[src/rtl/double_fig_join.sv]
// Serial two-digit BCD entry assembler: tens digit, then ones digit, yields tens*10+ones.
// Rejects bad digits and out-of-range values, and aborts on timeout or clear.
module double_fig_join #(
  parameter int MAX_VAL = 59,
  parameter int TIMEOUT = 50000000,
  parameter int TO_W    = 26
) (
  input  logic       clk,
  input  logic       rst_n,
  input  logic [3:0] i_digit,
  input  logic       i_digit_vld,
  input  logic       i_clear,
  output logic [5:0] o_double_fig,
  output logic       o_done,
  output logic       o_err,
  output logic       o_busy,
  output logic [3:0] o_tens
);

  typedef enum logic {IDLE, WAIT_ONES} state_t;

  localparam logic [6:0]      MAX7       = 7'(MAX_VAL);
  localparam logic [TO_W-1:0] TIMER_LAST = TO_W'(TIMEOUT - 1);

  state_t          state_q;
  logic [5:0]      dbl_q;
  logic            done_q;
  logic            err_q;
  logic [3:0]      tens_q;
  logic [TO_W-1:0] timer_q;

  logic [6:0] tens_x10;
  logic [6:0] sum;
  logic       tens_bad;
  logic       ones_bad;
  logic       timer_last;

  // Range checks use the full 7-bit value so that e.g. 64 cannot alias to 0.
  assign tens_x10   = {i_digit, 3'b000} + {2'b00, i_digit, 1'b0};
  assign sum        = {tens_q, 3'b000} + {2'b00, tens_q, 1'b0} + {3'b000, i_digit};
  assign tens_bad   = (i_digit > 4'd9) || (tens_x10 > MAX7);
  assign ones_bad   = (i_digit > 4'd9) || (sum > MAX7);
  assign timer_last = (timer_q == TIMER_LAST);

  always_ff @(posedge clk or negedge rst_n) begin
    if (!rst_n) begin
      state_q <= IDLE;
      dbl_q   <= '0;
      done_q  <= 1'b0;
      err_q   <= 1'b0;
      tens_q  <= '0;
      timer_q <= '0;
    end else begin
      done_q <= 1'b0;
      err_q  <= 1'b0;
      if (state_q == IDLE) begin
        if (i_digit_vld && !i_clear) begin
          if (tens_bad) begin
            err_q <= 1'b1;
          end else begin
            tens_q  <= i_digit;
            timer_q <= '0;
            state_q <= WAIT_ONES;
          end
        end
      end else begin
        if (i_clear || i_digit_vld || timer_last) begin
          state_q <= IDLE;
          tens_q  <= '0;
          timer_q <= '0;
          // Clear outranks the strobe, which outranks the timeout.
          if (!i_clear) begin
            if (i_digit_vld) begin
              if (ones_bad) begin
                err_q <= 1'b1;
              end else begin
                dbl_q  <= sum[5:0];
                done_q <= 1'b1;
              end
            end else begin
              err_q <= 1'b1;
            end
          end
        end else begin
          timer_q <= timer_q + 1'b1;
        end
      end
    end
  end

  assign o_double_fig = dbl_q;
  assign o_done       = done_q;
  assign o_err        = err_q;
  assign o_busy       = (state_q == WAIT_ONES);
  assign o_tens       = tens_q;

endmodule
[config.mk]
export PLATFORM = sky130hd
export DESIGN_NAME = double_fig_join
export DESIGN_NICKNAME = d
export VERILOG_FILES = /design/src/rtl/double_fig_join.sv
export SDC_FILE = /design/constraint.sdc
export NUM_CORES = 1
export LEC_CHECK = 0
export BUFFER_PORTS_ARGS = -buffer_cell sky130_fd_sc_hd__buf_2
export CORE_UTILIZATION = 62
export CTS_BUF_LIST = sky130_fd_sc_hd__clkbuf_8
export DETAILED_ROUTE_END_ITERATION = 12
export MAX_ROUTING_LAYER = met4
export PLACE_DENSITY_LB_ADDON = 0.2
export SYNTH_ARGS = -nofsm -noshare
export SYNTH_HDL_FRONTEND = slang
export SYNTH_SLANG_ARGS = --single-unit
[constraint.sdc]
create_clock -name clk -period 3.49 [get_ports clk]
set_input_delay 0.349 -clock clk [delete_from_list [all_inputs] [get_ports clk]]
set_output_delay 0.349 -clock clk [all_outputs]
set_load 0.05 [all_outputs]
Word-level counts from Yosys, hierarchy flattened --
Cells that the tools add are included. W data, S select, Z words.
Word-level totals: register bits after elaboration 39, input port bits 8, output and inout bits 13
Cells by class: add/sub/neg operators 4, magnitude comparators 3, equal/unequal tests 3, mux-type cells 24, bitwise operators 2, reductions and logical operators 10
Operators by type and width (number):
- $mux W26 | 4
- $add A26 B1 Y26 const B | 1
- $eq A26 B26 Y1 const B | 1
- $mux W1 | 16
- $mux W4 | 4
- $add A7 B5 Y7 | 2
- $gt A7 B6 Y1 const B | 2
- $add A7 B4 Y7 | 1
- $reduce_and A5 Y1 | 1
- $gt A4 B4 Y1 const B | 1
- $logic_or A1 B1 Y1 | 4
- $reduce_and A3 Y1 | 1
- $ne A2 B1 Y1 const B | 1
- $ne A2 B2 Y1 const B | 1
- $not A1 Y1 | 2
- $reduce_and A2 Y1 | 1
- $reduce_bool A2 Y1 | 1
- $logic_and A1 B1 Y1 | 1
- $logic_not A1 Y1 | 1

Longest topological paths before layout --
depth in word-level cells 9, depth in mapped cells 9

Least setup slack after synthesis --
No wires, ideal clock.
kind reg2reg, start point register tens_q[0], in the netlist o_tens[0], end point register dbl_q[0], in the netlist o_double_fig[0], library setup time 125 ps, data arrival time 2958 ps, required time 3365 ps, slack 408 ps, stages on the path, launching flop included 8, path buffers 0, period minus slack after synthesis 3082 ps, cells stage by stage dfrtp_1 -> inv_1 -> fa_1 -> fa_1 -> xnor2_1 -> and3b_1 -> a2111oi_4 -> mux2_2
Between the ends: word-level cells in the longest chain between the ends 6
RTL lines:
- from (decl) | line 29 | logic [3:0] tens_q;
- from (signal assigned) | line 61 | tens_q <= i_digit;
- $add A7 B5 Y7 | line 40 | assign sum = {tens_q, 3'b000} + {2'b00, tens_q, 1'b0} + {3'b000, i_digit};
- $add A7 B4 Y7 | line 40
- $gt A7 B6 Y1 | line 42 | assign ones_bad = (i_digit > 4'd9) || (sum > MAX7);
- $logic_or A1 B1 Y1 | line 42
- $not A1 Y1 (no source line)
- $reduce_and A5 Y1 (no source line)
- to (signal assigned) | line 77 | dbl_q <= sum[5:0];
- to (decl) | line 26 | logic [5:0] dbl_q;
Every way passes these cells. A chain may end at the register's enable or synchronous reset.

Worst setup path in the final report --
start point register tens_q[2], in the netlist o_tens[2], end point register dbl_q[0], in the netlist o_double_fig[0]
The elaborated chain is that of the path after synthesis.

==> results.md <==
- Area share of fa/ha/maj cells after synthesis: 7.81%
- GPL Wtd Cong: 0.828
- Total congestion overflow: 0
- Yosys reg bits: 39
- Clock latency on the worst-skew pair: 300 ps
- Antenna violations before repair: 0
- Simple-gate area share of the yosys netlist: 20.4%
- Pre-CTS setup slack: 403 ps
- H-tree Lvls: 2
- I/O pin count: 21
- Top Layer Used: met4
- Deepest clock path buffer count: 2
- Setup TNS: 0 ps
- CTS buffer count: 5
- Post-synthesis sequential area ratio: 41.2%
- Status: finished clean
- Vias in the first global route: 1805
- WP data arrival: 3100 ps
- Final Cycle Share: 83.2%
- Sink Count: 39
- Largest cells by area after synthesis: dfrtp_1 (41%), ha_1 (5.3%), a31oi_1 (4.8%)
- Type of the worst min-delay path: input port to asynchronous set/reset pin
- CP max-delay cell: a2111oi_4
- Syn_area_per_cell: 9.87 um^2
- Layout cells sized above 1: 17.3%
- Buf/Inv on CP: 1
- Largest net degree at the start of global routing: 40
- Worst Path Required: 3680 ps
- Synth warn: 0
- CP most frequent cell: fa_1
- Largest family of logic cells by synthesized area: compound AO/OA/AOI/OAI gates
- Area taken by multi-input logic gates: 1270 um^2
- Die Y: 63.8 um
- CP peak stage delay: 590 ps
- Relative slew slack: 41.4%
- RR Startpoint: o_tens[2]
- Final Hold Viols: 0
- Post-CTS Setup Inserts: 0
- Pre-antenna DRT Iters: 4
- Tmin final: 2910 ps
- Port Buffer Count: 20
- Routed length per instance: 15.8 um
- MaxCap Viol Count: 0
- Synthesized area: 2370 um^2
- Worst-Margin Slew: 878 ps
- Syn_nets: 261
- CTS root buf: clkbuf_8
- CTS tree: yes
- XOR/XNOR share of the synthesized area: 1.11%
- Final ANT Viol Nets: 0
- Final Skew: 7.49 ps
- Worst Setup Start Kind: flip-flop
- Total number of vias: 1938
- Starting Density: 64.7%
- Met2 wire length: 2370 um
- Layout fillers: 292
- Placed wire-length estimate: 3290 um
- Post-Syn Instances: 240
- Multiplexer area fraction after synthesis: 3.22%
- CP endpoint kind: flip-flop
- Core area: 3660 um^2
- Final nets: 280
- P_leak: 1.19 nW
- Clock Pin Slew Worst Setup and Hold Paths: 80 ps
- Setup ws final: 585 ps
- Placed Cells: 300
- Total wire length: 4880 um
- Compound-Gate Fraction of Synth Area: 20.4%
- Pins Over Slew Limit: 0
- Met3 routed WL: 202 um
- Peak Freq: 344 MHz
- ANT cells: 0
- CP Max Fanout: 7
- Final Util: 71.5%
- Setup violators final: 0
- CP cell instances: inv_1, fa_1, fa_1, xnor2_1, and3b_1, a2111oi_4, mux2_2
- Std-Cell Rows: 22
- DP Area: 2480 um^2
- Post-Layout Inst Area: 2620 um^2
- Hold_buf cts: 0
- Yosys top cell by area: dfrtp_1
- Post-synth EDFFs: 0
- Critical Path Source: o_tens[2]
- Synth top area share: 41.2%
- Register Area: 976 um^2
- Most common flop cell mapped by yosys: dfrtp_1
- Vias per Instance: 6.29
- Die width: 63.8 um
- Worst Hold Slack: 165 ps
- Cell family with most CP delay: adder cells
- Global-route usage over all layers: 27.8%
- RSZ-0062 raised after global routing: no
- Pwr dens: 490 nW/um^2
- Area delta synth->final: 10.5%
- Critical path class: flip-flop to flip-flop
- VDD IR max: 0.000276 V
- Cts repair resizes: 0
- Number of distinct library cells after synthesis: 54
- Ys async rst share: 100%
- Final Instance Count excl. Fillers: 308
- # DRC: 0
- First-pass GRT wire length: 8520 um
- Overall power: 1.28 mW
- Iter 0 DRT Violations: 119
- Die area: 4070 um^2
- Wl on met1: 2230 um
where the power goes:
part / switching [mW] / leakage [nW] / internal (mW)
combinational: 0.224 / 0.595 / 0.0939
clock: 0.172 / 0.0644 / 0.285
sequential: 0.0219 / 0.533 / 0.485
synthesized netlist by cell type (all sizes together) (3+ instances only):
library cell / n
nand2: 24
nor3: 7
and3: 8
inv: 15
fa: 3
dfrtp: 39
a31oi: 18
nor4: 3
and4: 5
ha: 10
clkbuf: 3
o21ai: 6
nor2: 6
a22o: 6
o21bai: 3
nand2b: 3
a41oi: 4
a21oi: 15
buf: 8
mux2: 5
nand4: 6
nand3: 15
cell usage in the layout, fill, tap and decap left out, drive strengths merged, types with 2 or more instances in the layout:
cell type,netlist,routed
dfrtp,39,39
nand2,24,24
buf,8,23
a31oi,18,18
inv,15,15
a21oi,15,15
nand3,15,15
ha,10,10
and3,8,8
nor3,7,7
nor2,6,6
o21ai,6,6
a22o,6,6
nand4,6,6
and4,5,5
mux2,5,5
clkbuf,3,5
a41oi,4,4
nand2b,3,3
o21bai,3,3
fa,3,3
nor4,3,3
xnor2,2,2
a211o,2,2
mux2i,2,2
bufinv,0,2
and2,2,2
state kept, by name, indices dropped and copies added, names as in the netlist:
register and count:
timer_q 26, o_double_fig 6, o_err 1, o_tens 4
o_busy 1, o_done 1
metal layers:
| layer | global-route usage [%] | vias up |
|---|---|---|
| met5 | - | - |
| met4 | 9.94 | 0 |
| met3 | 5.71 | 9 |
| met2 | 43.5 | 45 |
| met1 | 35.9 | 941 |
| li1 | - | 943 |
cell families after synthesis:
family | after synthesis
fa+ha+maj | 13
flops | 39
simple gates | 86
buf+inv | 26
mux | 7
compound gates | 66
xor+xnor | 3
area by class of cell:
class | instances | area share, %
multi-input cells | 175 | 48.4
flip-flops and latches | 39 | 37.3
repair buffers | 23 | 4.68
clock buffers | 5 | 2.63
clock inverters | 3 | 2.58
well taps | 48 | 2.29
inverters | 15 | 2.15
worst reg2reg max path, delay by kind of cell (launching register included):
kind / cells / cell delay (ps)
buffers and inverters: 1 / 70
DFF: 1 / 410
muxes: 1 / 400
xor gates and xnor gates: 1 / 160
and+or+nand+nor: 1 / 220
AOI/OAI and AO/OA: 1 / 590
adders and majority gates: 2 / 960
worst paths after layout:
path / end / slack [ps] / depth (start not counted)
worst max-delay path: o_double_fig[0] / 580 / 7
worst min-delay path: o_err / 160 / 1
worst max register to register: o_double_fig[0] / 580 / 7
worst min register to register: timer_q[22] / 500 / 1
max in group asynchronous: timer_q[3] / 2770 / 1
min in group clk: o_busy / 240 / 2
Power figures use the tool's default switching activity.
